### src/rtl/tomasulo_pkg.sv
// Shared constants for the UA reservation station: op codes, tag
// conventions, default widths and the dispatch FSM encoding.
package tomasulo_pkg;

  localparam int DATA_W   = 16;
  localparam int TAG_W    = 3;
  localparam int TAG_NONE = 0;

  localparam logic [2:0] OP_ADD = 3'b001;
  localparam logic [2:0] OP_SUB = 3'b010;
  localparam logic [2:0] OP_LD  = 3'b011;
  localparam logic [2:0] OP_ST  = 3'b100;

  localparam logic [1:0] ST_IDLE  = 2'd0;
  localparam logic [1:0] ST_START = 2'd1;
  localparam logic [1:0] ST_WAIT  = 2'd2;
  localparam logic [1:0] ST_BCAST = 2'd3;

  // Only add/sub/load-addr/store-addr are executed by the UA.
  function automatic logic op_suportado(input logic [2:0] op);
    return (op >= OP_ADD) && (op <= OP_ST);
  endfunction

endpackage

### src/rtl/estacao_entrada.sv
// One reservation-station entry: operand/tag storage, issue write port
// with same-cycle CDB bypass, and continuous CDB snoop.
module estacao_entrada
  import tomasulo_pkg::*;
#(
  parameter int DATA_W = 16,
  parameter int TAG_W  = 3
) (
  input  logic              CLK,
  input  logic              CLR,
  input  logic              wr_i,
  input  logic [2:0]        wr_op_i,
  input  logic [DATA_W-1:0] wr_vj_i,
  input  logic [TAG_W-1:0]  wr_qj_i,
  input  logic [DATA_W-1:0] wr_vk_i,
  input  logic [TAG_W-1:0]  wr_qk_i,
  input  logic              cdb_valid_i,
  input  logic [TAG_W-1:0]  cdb_tag_i,
  input  logic [DATA_W-1:0] cdb_data_i,
  input  logic              disp_i,
  input  logic              free_i,
  output logic              valid_o,
  output logic              ready_o,
  output logic [2:0]        op_o,
  output logic [DATA_W-1:0] vj_o,
  output logic [DATA_W-1:0] vk_o
);

  localparam logic [TAG_W-1:0] SEM_TAG = TAG_W'(TAG_NONE);

  logic              valid_q, valid_d;
  logic              inflight_q, inflight_d;
  logic [2:0]        op_q, op_d;
  logic [DATA_W-1:0] vj_q, vj_d, vk_q, vk_d;
  logic [TAG_W-1:0]  qj_q, qj_d, qk_q, qk_d;

  logic hit_j, hit_k, byp_j, byp_k;

  assign hit_j = cdb_valid_i && (qj_q != SEM_TAG) && (cdb_tag_i == qj_q);
  assign hit_k = cdb_valid_i && (qk_q != SEM_TAG) && (cdb_tag_i == qk_q);
  assign byp_j = cdb_valid_i && (wr_qj_i != SEM_TAG) && (cdb_tag_i == wr_qj_i);
  assign byp_k = cdb_valid_i && (wr_qk_i != SEM_TAG) && (cdb_tag_i == wr_qk_i);

  // Next-state: issue write wins (entry is free then), otherwise snoop/dispatch/free.
  always_comb begin
    valid_d    = valid_q;
    inflight_d = inflight_q;
    op_d       = op_q;
    vj_d       = vj_q;
    qj_d       = qj_q;
    vk_d       = vk_q;
    qk_d       = qk_q;
    if (wr_i) begin
      valid_d    = 1'b1;
      inflight_d = 1'b0;
      op_d       = wr_op_i;
      vj_d       = byp_j ? cdb_data_i : wr_vj_i;
      qj_d       = byp_j ? SEM_TAG : wr_qj_i;
      vk_d       = byp_k ? cdb_data_i : wr_vk_i;
      qk_d       = byp_k ? SEM_TAG : wr_qk_i;
    end else if (valid_q) begin
      if (hit_j) begin
        vj_d = cdb_data_i;
        qj_d = SEM_TAG;
      end
      if (hit_k) begin
        vk_d = cdb_data_i;
        qk_d = SEM_TAG;
      end
      if (disp_i) inflight_d = 1'b1;
      if (free_i) begin
        valid_d    = 1'b0;
        inflight_d = 1'b0;
      end
    end
  end

  // Entry registers with synchronous clear.
  always_ff @(posedge CLK) begin
    if (CLR) begin
      valid_q    <= 1'b0;
      inflight_q <= 1'b0;
      op_q       <= '0;
      vj_q       <= '0;
      qj_q       <= '0;
      vk_q       <= '0;
      qk_q       <= '0;
    end else begin
      valid_q    <= valid_d;
      inflight_q <= inflight_d;
      op_q       <= op_d;
      vj_q       <= vj_d;
      qj_q       <= qj_d;
      vk_q       <= vk_d;
      qk_q       <= qk_d;
    end
  end

  assign valid_o = valid_q;
  assign ready_o = valid_q && (qj_q == SEM_TAG) && (qk_q == SEM_TAG) && !inflight_q;
  assign op_o    = op_q;
  assign vj_o    = vj_q;
  assign vk_o    = vk_q;

endmodule

### src/rtl/estacao_reserva_ua.sv
// Reservation station for one UA: allocates entries on issue, dispatches
// the lowest ready entry, waits for the UA result and broadcasts it.
module estacao_reserva_ua
  import tomasulo_pkg::*;
#(
  parameter int N_ENTRADAS = 3,
  parameter int ID_BASE    = 1,
  parameter int DATA_W     = 16,
  parameter int TAG_W      = 3
) (
  input  logic              CLK,
  input  logic              CLR,
  input  logic              issue_valid,
  input  logic [2:0]        issue_op,
  input  logic [DATA_W-1:0] issue_vj,
  input  logic [DATA_W-1:0] issue_vk,
  input  logic [TAG_W-1:0]  issue_qj,
  input  logic [TAG_W-1:0]  issue_qk,
  output logic              issue_ready,
  output logic [TAG_W-1:0]  issue_id,
  input  logic              cdb_valid,
  input  logic [TAG_W-1:0]  cdb_tag,
  input  logic [DATA_W-1:0] cdb_data,
  output logic              ua_start,
  output logic [TAG_W-1:0]  ua_id,
  output logic [2:0]        ua_op,
  output logic [DATA_W-1:0] ua_dado1,
  output logic [DATA_W-1:0] ua_dado2,
  input  logic              ua_busy,
  input  logic              ua_confirmacao,
  input  logic [18:0]       ua_resultado,
  output logic              bc_req,
  output logic [TAG_W-1:0]  bc_tag,
  output logic [DATA_W-1:0] bc_data,
  input  logic              bc_grant
);

  logic [N_ENTRADAS-1:0] ent_valid, ent_ready, livre, livre_oh, pronta_oh;
  logic [N_ENTRADAS-1:0] ent_wr, ent_disp, ent_free;
  logic [2:0]            ent_op [N_ENTRADAS];
  logic [DATA_W-1:0]     ent_vj [N_ENTRADAS];
  logic [DATA_W-1:0]     ent_vk [N_ENTRADAS];

  logic [1:0]            state_q, state_d;
  logic [TAG_W-1:0]      ua_id_q, ua_id_d;
  logic [2:0]            ua_op_q, ua_op_d;
  logic [DATA_W-1:0]     ua_dado1_q, ua_dado1_d, ua_dado2_q, ua_dado2_d;
  logic [TAG_W-1:0]      bc_tag_q, bc_tag_d;
  logic [DATA_W-1:0]     bc_data_q, bc_data_d;
  logic [N_ENTRADAS-1:0] disp_oh_q, disp_oh_d;

  logic                  issue_aceito, despacha;
  logic [TAG_W-1:0]      sel_id;
  logic [2:0]            sel_op;
  logic [DATA_W-1:0]     sel_vj, sel_vk;
  logic                  unused_res;

  assign unused_res = ^ua_resultado[18:16];

  // Lowest-index one-hot picks for allocation and dispatch.
  assign livre     = ~ent_valid;
  assign livre_oh  = livre & (~livre + N_ENTRADAS'(1));
  assign pronta_oh = ent_ready & (~ent_ready + N_ENTRADAS'(1));

  assign issue_ready  = |livre;
  assign issue_aceito = issue_valid && issue_ready && op_suportado(issue_op);
  assign ent_wr       = issue_aceito ? livre_oh : '0;
  assign despacha     = (state_q == ST_IDLE) && (|ent_ready) && !ua_busy;
  assign ent_disp     = despacha ? pronta_oh : '0;
  // The freed entry stays occupied through the grant cycle itself.
  assign ent_free     = ((state_q == ST_BCAST) && bc_grant) ? disp_oh_q : '0;

  // One-hot selects to ID and operand values.
  always_comb begin
    issue_id = '0;
    sel_id   = '0;
    sel_op   = '0;
    sel_vj   = '0;
    sel_vk   = '0;
    for (int k = 0; k < N_ENTRADAS; k++) begin
      if (livre_oh[k]) issue_id = issue_id | TAG_W'(ID_BASE + k);
      if (pronta_oh[k]) begin
        sel_id = sel_id | TAG_W'(ID_BASE + k);
        sel_op = sel_op | ent_op[k];
        sel_vj = sel_vj | ent_vj[k];
        sel_vk = sel_vk | ent_vk[k];
      end
    end
  end

  for (genvar k = 0; k < N_ENTRADAS; k++) begin : g_ent
    estacao_entrada #(
      .DATA_W(DATA_W),
      .TAG_W (TAG_W)
    ) u_ent (
      .CLK        (CLK),
      .CLR        (CLR),
      .wr_i       (ent_wr[k]),
      .wr_op_i    (issue_op),
      .wr_vj_i    (issue_vj),
      .wr_qj_i    (issue_qj),
      .wr_vk_i    (issue_vk),
      .wr_qk_i    (issue_qk),
      .cdb_valid_i(cdb_valid),
      .cdb_tag_i  (cdb_tag),
      .cdb_data_i (cdb_data),
      .disp_i     (ent_disp[k]),
      .free_i     (ent_free[k]),
      .valid_o    (ent_valid[k]),
      .ready_o    (ent_ready[k]),
      .op_o       (ent_op[k]),
      .vj_o       (ent_vj[k]),
      .vk_o       (ent_vk[k])
    );
  end

  // Dispatch FSM next-state and output-register loads.
  always_comb begin
    state_d    = state_q;
    ua_id_d    = ua_id_q;
    ua_op_d    = ua_op_q;
    ua_dado1_d = ua_dado1_q;
    ua_dado2_d = ua_dado2_q;
    bc_tag_d   = bc_tag_q;
    bc_data_d  = bc_data_q;
    disp_oh_d  = disp_oh_q;
    case (state_q)
      ST_IDLE: begin
        if (despacha) begin
          ua_id_d    = sel_id;
          ua_op_d    = sel_op;
          ua_dado1_d = sel_vj;
          ua_dado2_d = sel_vk;
          disp_oh_d  = pronta_oh;
          state_d    = ST_START;
        end
      end
      ST_START: state_d = ST_WAIT;
      ST_WAIT: begin
        if (ua_confirmacao && !ua_busy) begin
          bc_data_d = DATA_W'(ua_resultado[15:0]);
          bc_tag_d  = ua_id_q;
          state_d   = ST_BCAST;
        end
      end
      ST_BCAST: begin
        if (bc_grant) state_d = ST_IDLE;
      end
      default: state_d = ST_IDLE;
    endcase
  end

  // FSM and output registers; CLR abandons any in-flight operation.
  always_ff @(posedge CLK) begin
    if (CLR) begin
      state_q    <= ST_IDLE;
      ua_id_q    <= '0;
      ua_op_q    <= '0;
      ua_dado1_q <= '0;
      ua_dado2_q <= '0;
      bc_tag_q   <= '0;
      bc_data_q  <= '0;
      disp_oh_q  <= '0;
    end else begin
      state_q    <= state_d;
      ua_id_q    <= ua_id_d;
      ua_op_q    <= ua_op_d;
      ua_dado1_q <= ua_dado1_d;
      ua_dado2_q <= ua_dado2_d;
      bc_tag_q   <= bc_tag_d;
      bc_data_q  <= bc_data_d;
      disp_oh_q  <= disp_oh_d;
    end
  end

  assign ua_start = (state_q == ST_START);
  assign bc_req   = (state_q == ST_BCAST);
  assign ua_id    = ua_id_q;
  assign ua_op    = ua_op_q;
  assign ua_dado1 = ua_dado1_q;
  assign ua_dado2 = ua_dado2_q;
  assign bc_tag   = bc_tag_q;
  assign bc_data  = bc_data_q;

endmodule

### config.mk
export PLATFORM = sky130hd
export DESIGN_NAME = estacao_reserva_ua
export DESIGN_NICKNAME = d
export VERILOG_FILES = /design/src/rtl/tomasulo_pkg.sv /design/src/rtl/estacao_entrada.sv /design/src/rtl/estacao_reserva_ua.sv
export SDC_FILE = /design/constraint.sdc
export NUM_CORES = 1
export LEC_CHECK = 0
export BUFFER_PORTS_ARGS = -buffer_cell sky130_fd_sc_hd__buf_2
export CORE_MARGIN = 1.5
export CORE_UTILIZATION = 50
export CTS_BUF_LIST = sky130_fd_sc_hd__clkbuf_8
export CTS_CLUSTER_DIAMETER = 40
export DETAILED_ROUTE_END_ITERATION = 16
export PLACE_DENSITY = 0.71
export SETUP_SLACK_MARGIN = 0.4
export SYNTH_ARGS = -nofsm -noshare
export SYNTH_HDL_FRONTEND = slang
export SYNTH_HIERARCHICAL = 1
export SYNTH_SLANG_ARGS = --single-unit
export TNS_END_PERCENT = 20
### constraint.sdc
create_clock -name CLK -period 3.37 [get_ports CLK]
set_input_delay 0.8425 -clock CLK [delete_from_list [all_inputs] [get_ports CLK]]
set_output_delay 0.8425 -clock CLK [all_outputs]
set_load 0.02 [all_outputs]
==> results of run 1 <==
layer usage:
metal / vias up / share of wire (%)
met2: 650 / 45
met3: 104 / 10
met4: 0 / 3.9
met5: - / 0
li1: 4751 / -
met1: 4846 / 41
Yosys cell counts, types with 4 or more instances:
cell type and instances:
o21bai_1 6, o211ai_1 10, o311a_1 4, buf_6 25, nor3b_1 4, inv_1 18
or3b_1 6, a21oi_1 80, and2_1 14, a31oi_1 48, xnor2_1 15, nand2b_1 40
or2_2 5, ha_1 5, and3_1 4, nor2_1 26, o21ai_0 117, buf_4 4
nand3_1 133, a211oi_1 48, nand2_1 77, dfxtp_1 189, nor2b_1 12, o31ai_1 48
o31ai_2 6, buf_1 8, a221o_1 36, buf_2 36, nor3_1 4, a311oi_1 48
mux2i_1 9, clkbuf_1 38, xor2_1 12
through the flow:
stage	cells	hold WS (ns)	instance area, um2	power, W	util, %
global placement	1546	0.439	10900	0.00319	55.5
global route	1578	0.476	11300	0.00497	57.6
CTS	1578	0.458	11300	0.00480	57.6
detailed placement	1546	0.443	10900	0.00321	55.5
floorplan	1201	0.445	10100	0.00295	-
finish	1579	0.456	11300	0.00479	57.6
sequential cells by signal, indices dropped and copies added (netlist names):
signal	cells
g_ent.u_ent/inflight_q	3
disp_oh_q	3
ua_dado2	16
bc_data	16
g_ent.u_ent/qj_q	9
g_ent.u_ent/qk_q	9
g_ent.u_ent/vk_o	48
g_ent.u_ent/vj_o	48
g_ent.u_ent/valid_o	3
g_ent.u_ent/op_o	9
ua_dado1	16
state_q	2
bc_tag	2
ua_id	2
ua_op	3
layout make-up:
type,instances,share of cell area [%]
timing repair buffer,197,10.2
antenna,1,0.0221
inverter,18,0.596
clock inverter,13,1.38
tap,265,2.93
sequential,189,33.4
clock buffer,19,2.31
multi-input combinational,877,49.2
cell families after synthesis:
kind of cell | count (synthesis)
other | 1
flip-flops | 189
multiplexers | 9
adder cells (fa/ha/maj) | 5
AO/OA/AOI/OAI | 487
XOR/XNOR | 27
AND/OR/NAND/NOR | 346
buffers and inverters | 135
power by group through the flow:
stage	sequential, W	combinational, W	clock, W
3_3_place_gp	0.00241	0.000775	0
3_5_place_dp	0.00242	0.000791	0
2_1_floorplan	0.00241	0.000537	0
4_1_cts	0.00236	0.000795	0.00164
6_report	0.00236	0.000811	0.00162
5_1_grt	0.00238	0.000878	0.00172
critical path: cells and delay by family:
| family | cells | cell delay [ns] |
|---|---|---|
| AND/OR/NAND/NOR | 5 | 1.06 |
| AO/OA/AOI/OAI | 2 | 1.07 |
| buffers and inverters | 1 | 0.13 |
worst paths after layout:
path,from,to,slack [ns]
setup / recovery,issue_op[1],g_ent[2].u_ent/vj_o[2],0.64
hold / removal,ua_dado2[8],ua_dado2[8],0.46
setup reg to reg,g_ent[2].u_ent/qj_q[0],ua_dado1[0],0.79
hold reg to reg,ua_dado2[8],ua_dado2[8],0.46
==> results.md, run 1 <==
- Outcome: finished, final reports clean
- Die W: 145 um
- Largest net degree at the start of global routing: 135
- Primary FF master, synth: dfxtp_1
- Grt met3 use: 6.92%
- FILL cells: 1,888
- TritonCTS clock tree: yes
- Pwr dens: 423 nW/um2
- GRT Residual Overflow: 0
- Fin crit period: 2.73 ns
- Met1 Use GR: 42.2%
- HP Class: flip-flop to flip-flop
- Max Cap Violations: 0
- Fraction of power spent switching nets: 30.5%
- First-pass GRT wire length: 53.3 mm
- Avg Vias per Cell: 6.56
- Final count of hold timing violations: 0
- Comb pwr share: 16.9%
- Sequence of cells on the critical path: buf_2 -> or3_1 -> nand3_1 -> nor3_2 -> and2b_1 -> a22oi_2 -> nand3_1 -> a311oi_1
- WL final: 33.9 mm
- Yosys top cell area share: 37.4%
- Post-Syn Instances: 1,199
- Rows: 51
- Data arrival, critical path: 3.11 ns
- XOR/XNOR share of the synthesized area: 2.34%
- Clock Power Share: 33.7%
- Post-Syn Area: 10,100 um2
- Setup WS pre-CTS: 0.211 ns
- Worst-margin pin slew: 0.998 ns
- Most frequent CP cell: nand3_1
- CTS resizes: 0
- Clk_lat worst skew: 0.48 ns
- Seq cells post-synth: 189
- Syn Area/Cell: 8.45 um2
- CP max-delay cell: a22oi_2
- Worst Skew: 0.0147 ns
- Crit-path max cell delay: 0.76 ns
- Root Buffer: clkbuf_8
- Seq/Total Area, Yosys: 37.4%
- # port buffers: 142
- Worst reg-to-reg path cell count: 7
- Top Ports: 149
- Post-synthesis compound-gate area fraction: 33.3%
- Layout cells sized above 1: 20.0%
- Top Usage Layer GRT: met2
- Max-slew violations: 0
- Hold Path Cell Cnt: 2
- Top cell type by total area after synthesis: dfxtp_1
- Area Overhead vs Synth: 11.9%
- Static leakage: 4.32 nW
- Vias in the first global route: 9,609
- Post-Synth Simple-Gate Area: 17.6%
- Initial Utilization: 51.5%
- 1st-iter DRT viols: 1,240
- Worst setup EP type: flip-flop
- Worst Path Max Fanout: 16
- Slew headroom: 33.5%
- # DRC: 0
- Setup TNS: 0 ns
- Final ANT Viol Nets: 0
- Setup ws final: 0.639 ns
- Unrepaired setup endpoints after global routing: false
- Crit Path Class: input pin to flip-flop
- Die Ht: 145 um
- Synth Area in Adders: 0.618%
- Fmax: 366 MHz
- Largest family of logic cells by synthesized area: compound AO/OA/AOI/OAI gates
- Reg area: 3780 um2
- Fin crit share: 81.0%
- Multi-input gate area: 5570 um2
- Hold Buf Count CTS: 0
- Area contributors post-synth: dfxtp_1 (37%), nand3_1 (6.6%), o21ai_0 (5.8%), a311oi_1 (4.2%), a21oi_1 (4.0%)
- Commonest non-fill, non-tap cell in the layout: dfxtp_1
- H-Tree Depth: 4
- Clock Sink Count: 189
- Die ar.: 21,100 um2
- Wire length per cell: 21.5 um
- CTS Buffer Depth: 2
- GP Congestion: 0.896
- NetSw: 0.00146 W
- Worst Setup Start Kind: input pin
- Netlist cell types: 59
- Post-synth ARST share: 0%
- Via count: 10.4k
- Total CTS buffers: 17
- Mux cell area share after synthesis: 0.890%
- Core area: 19,700 um2
- Initial antenna violation count: 0
- Detailed Place HPWL: 21.9 mm
- WP data required: 3.75 ns
- IR drop worst, VDD: 0.000252 V
- Postcts setup bufs: 0
- Reg power frac: 49.3%
- Power Internal: 0.00333 W
- Most frequent cells in the layout: dfxtp_1 (189), buf_2 (141), nand3_1 (133)
- Synth warn: 6
- Final nets: 1,391
- # setup viols final: 0
- GRT Overall Usage: 31.3%
- Number of synthesized flops with an enable pin: 0
- Met2 Track Usage GR: 48.1%
- Clock-pin slew on the worst setup and hold paths: 0.10 ns
- DRT Pass-1 Iters: 6
Note: power is estimated with default switching activity, not from simulation.
==> run 2: changes to the inputs <==
- PLACE_DENSITY: 0.71 -> 0.74
- clock period: 3.37 -> 2.4 ns (I/O delays scaled with it)
==> run 2 against run 1 <==
Global-route usage shrank 0.41 points. Sequential cell count unchanged. Die area did not move. Core utilization grew 4.2 points. Final cell count is 2.3% higher. First-iteration DRC count rose by 18%. Critical path depth grew 2. Power grew 41%. Critical path type unchanged. Largest cell class unchanged. Highest routed layer unchanged.
==> results.md, run 2 (synthesis results as in run 1) <==
- # port buffers: 142 (unchanged)
- Clk_lat worst skew: 0.48 ns (about the same)
- WL final: 34.9 mm (was 33.9 mm)
- Final ANT Viol Nets: 0 (unchanged)
- Vias in the first global route: 10.1k (was 9,609)
- Core area: 19,700 um2 (unchanged)
- Commonest non-fill, non-tap cell in the layout: dfxtp_1 (unchanged)
- GRT Overall Usage: 30.9% (was 31.3%)
- Hold Buf Count CTS: 0 (unchanged)
- First-pass GRT wire length: 53.1 mm (was 53.3 mm)
- Crit-path max cell delay: 0.39 ns (was 0.76 ns)
- Pwr dens: 555 nW/um2 (was 423 nW/um2)
- Die ar.: 21,100 um2 (unchanged)
- Largest net degree at the start of global routing: 82 (was 135)
- Worst-margin pin slew: 1.31 ns (was 0.998 ns)
- Setup ws final: 0.364 ns (was 0.639 ns)
- Placed cell area: 11,400 um2 (was 10,900 um2)
- Area Overhead vs Synth: 20.0% (was 11.9%)
- Fin crit period: 2.04 ns
- # DRC: 0 (unchanged)
- CP max-delay cell: or3_4 (was a22oi_2)
- Fmax: 491 MHz
- Wire length per cell: 21.6 um (was 21.5 um)
- N_diodes: 0 (was 1)
- Via count: 10.7k (was 10.4k)
- # setup viols final: 0 (unchanged)
- Clock-pin slew on the worst setup and hold paths: 0.10 ns (about the same)
- Final count of hold timing violations: 0 (unchanged)
- Worst Skew: 0.0110 ns (was 0.0147 ns)
- Slew headroom: 11.9% (was 33.5%)
- Layout cells sized above 1: 24.0% (was 20.0%)
- IR drop worst, VDD: 0.000372 V (was 0.000252 V)
- Setup WS pre-CTS: -0.0478 ns (was 0.211 ns)
- Design area: 12,100 um2 (was 11,300 um2)
- CTS Buffer Depth: 2 (unchanged)
- Die W: 145 um (unchanged)
- Static leakage: 4.67 nW (was 4.32 nW)
- DRT Pass-1 Iters: 6 (unchanged)
- Crit Path Class: input pin to flip-flop (unchanged)
- Initial antenna violation count: 0 (unchanged)
- CP top delay family: simple AND/OR/NAND/NOR gates (was compound AO/OA/AOI/OAI gates)
- Fin crit share: 84.9%
- Worst setup EP type: flip-flop (unchanged)
- Root Buffer: clkbuf_8 (unchanged)
- Initial Utilization: 51.5% (unchanged)
- Worst Path Max Fanout: 8 (was 16)
- Most frequent cells in the layout: dfxtp_1 (182), buf_2 (142), nand3_1 (128) (was dfxtp_1 (189), buf_2 (141), nand3_1 (133))
- HP Class: input pin to flip-flop (was flip-flop to flip-flop)
- Max-slew violations: 0 (unchanged)
- Unrepaired setup endpoints after global routing: true (was false)
- Clock Sink Count: 189 (unchanged)
- GRT Residual Overflow: 0 (unchanged)
- H-Tree Depth: 4 (unchanged)
- Total CTS buffers: 17 (unchanged)
- Most frequent CP cell: buf_2 (was nand3_1)
- Top Ports: 149 (unchanged)
- 1st-iter DRT viols: 1,458 (was 1,240)
- Detailed Place HPWL: 21.9 mm (about the same)
- Rows: 51 (unchanged)
- Die Ht: 145 um (unchanged)
- Outcome: finished, final reports clean (unchanged)
- GP Congestion: 0.864 (was 0.896)
- Max Cap Violations: 0 (unchanged)
- WP data required: 2.81 ns (was 3.75 ns)
- Worst Setup Start Kind: input pin (unchanged)
- Data arrival, critical path: 2.44 ns (was 3.11 ns)
- Final nets: 1,428 (was 1,391)
- Avg Vias per Cell: 6.60 (was 6.56)
- Sequence of cells on the critical path: buf_2 -> or3_4 -> nand3_4 -> nor3_4 -> buf_4 -> nor2b_2 -> a22oi_2 -> buf_2 -> nand3_1 -> a31oi_1 (was buf_2 -> or3_1 -> nand3_1 -> nor3_2 -> and2b_1 -> a22oi_2 -> nand3_1 -> a311oi_1)
- TritonCTS clock tree: yes (unchanged)
- CP bufs+invs: 3 (was 1)
## run 2: cell count changes in the layout (fill, tap and decap cells not counted), moves of 3 or more
cell	change
buf_12	+28
dfxtp_1	-7
nand3_1	-5
buf_6	+4
nor4_4	+3
nand3_2	+4
dfxtp_2	+5
nor4_1	-3
## run 2: worst register-to-register path: stages (launching register included)
cell       delay (ns)
dfxtp_1          0.40
nor4_4           0.24
and4b_2          0.38
nor2b_4          0.09
buf_12           0.14
clkbuf_16        0.17
a221o_1          0.32
nand3_1          0.11
a21oi_1          0.07
## run 2: layout make-up
cell class                      instances  area (um2)
Clock buffer                           18         248
Clock inverter                         14         141
Fill cell                            1766        7510
Inverter                               18        67.6
Multi-Input combinational cell        877        5730
Sequential cell                       189        3800
Tap cell                              265         332
Timing Repair Buffer                  234        1830
## run 2: worst paths after layout
path | from | to | slack (ns) | cells after the start
max reg2reg | g_ent[1].u_ent/qj_q[0] | ua_op[2] | 0.37 | 8
max | issue_op[1] | g_ent[2].u_ent/vk_o[11] | 0.36 | 10
min reg2reg | ua_dado2[8] | ua_dado2[8] | 0.46 | 2
min | ua_resultado[2] | bc_data[2] | 0.35 | 3
## run 2: metal layers
metal,track usage [%],up-vias,part of all wire [%]
met4,17.5,0,5.1
met3,6.98,138,11
li1,-,4830,-
met5,0,-,0
met2,49.8,706,46
met1,38.2,4989,38
## run 2: power by group
part	switching, W	internal (W)	leakage, nW
sequential	0.0000792	0.00325	1.54
combinational	0.000765	0.000508	2.93
clock	0.00118	0.000955	0.203
total	0.00203	0.00471	4.67
## run 2: through the flow
stage	utilization (%)	setup TNS [ns]	total power (W)	hold slack, ns	instances
floorplan	-	0	0.00415	0.445	1201
global placement	58.3	-0.0158	0.00455	0.439	1570
detailed placement	58.3	-0.325	0.00458	0.444	1570
CTS	60.3	0	0.00668	0.335	1602
global route	61.8	0	0.00699	0.349	1615
finish	61.8	0	0.00674	0.352	1615
## run 2: timing repair
action	in CTS	in global routing
gates resized for setup	5	35
cloned	0	5
endpoints found under the setup margin	71	107
pin swaps	1	9
buffers inserted	0	8
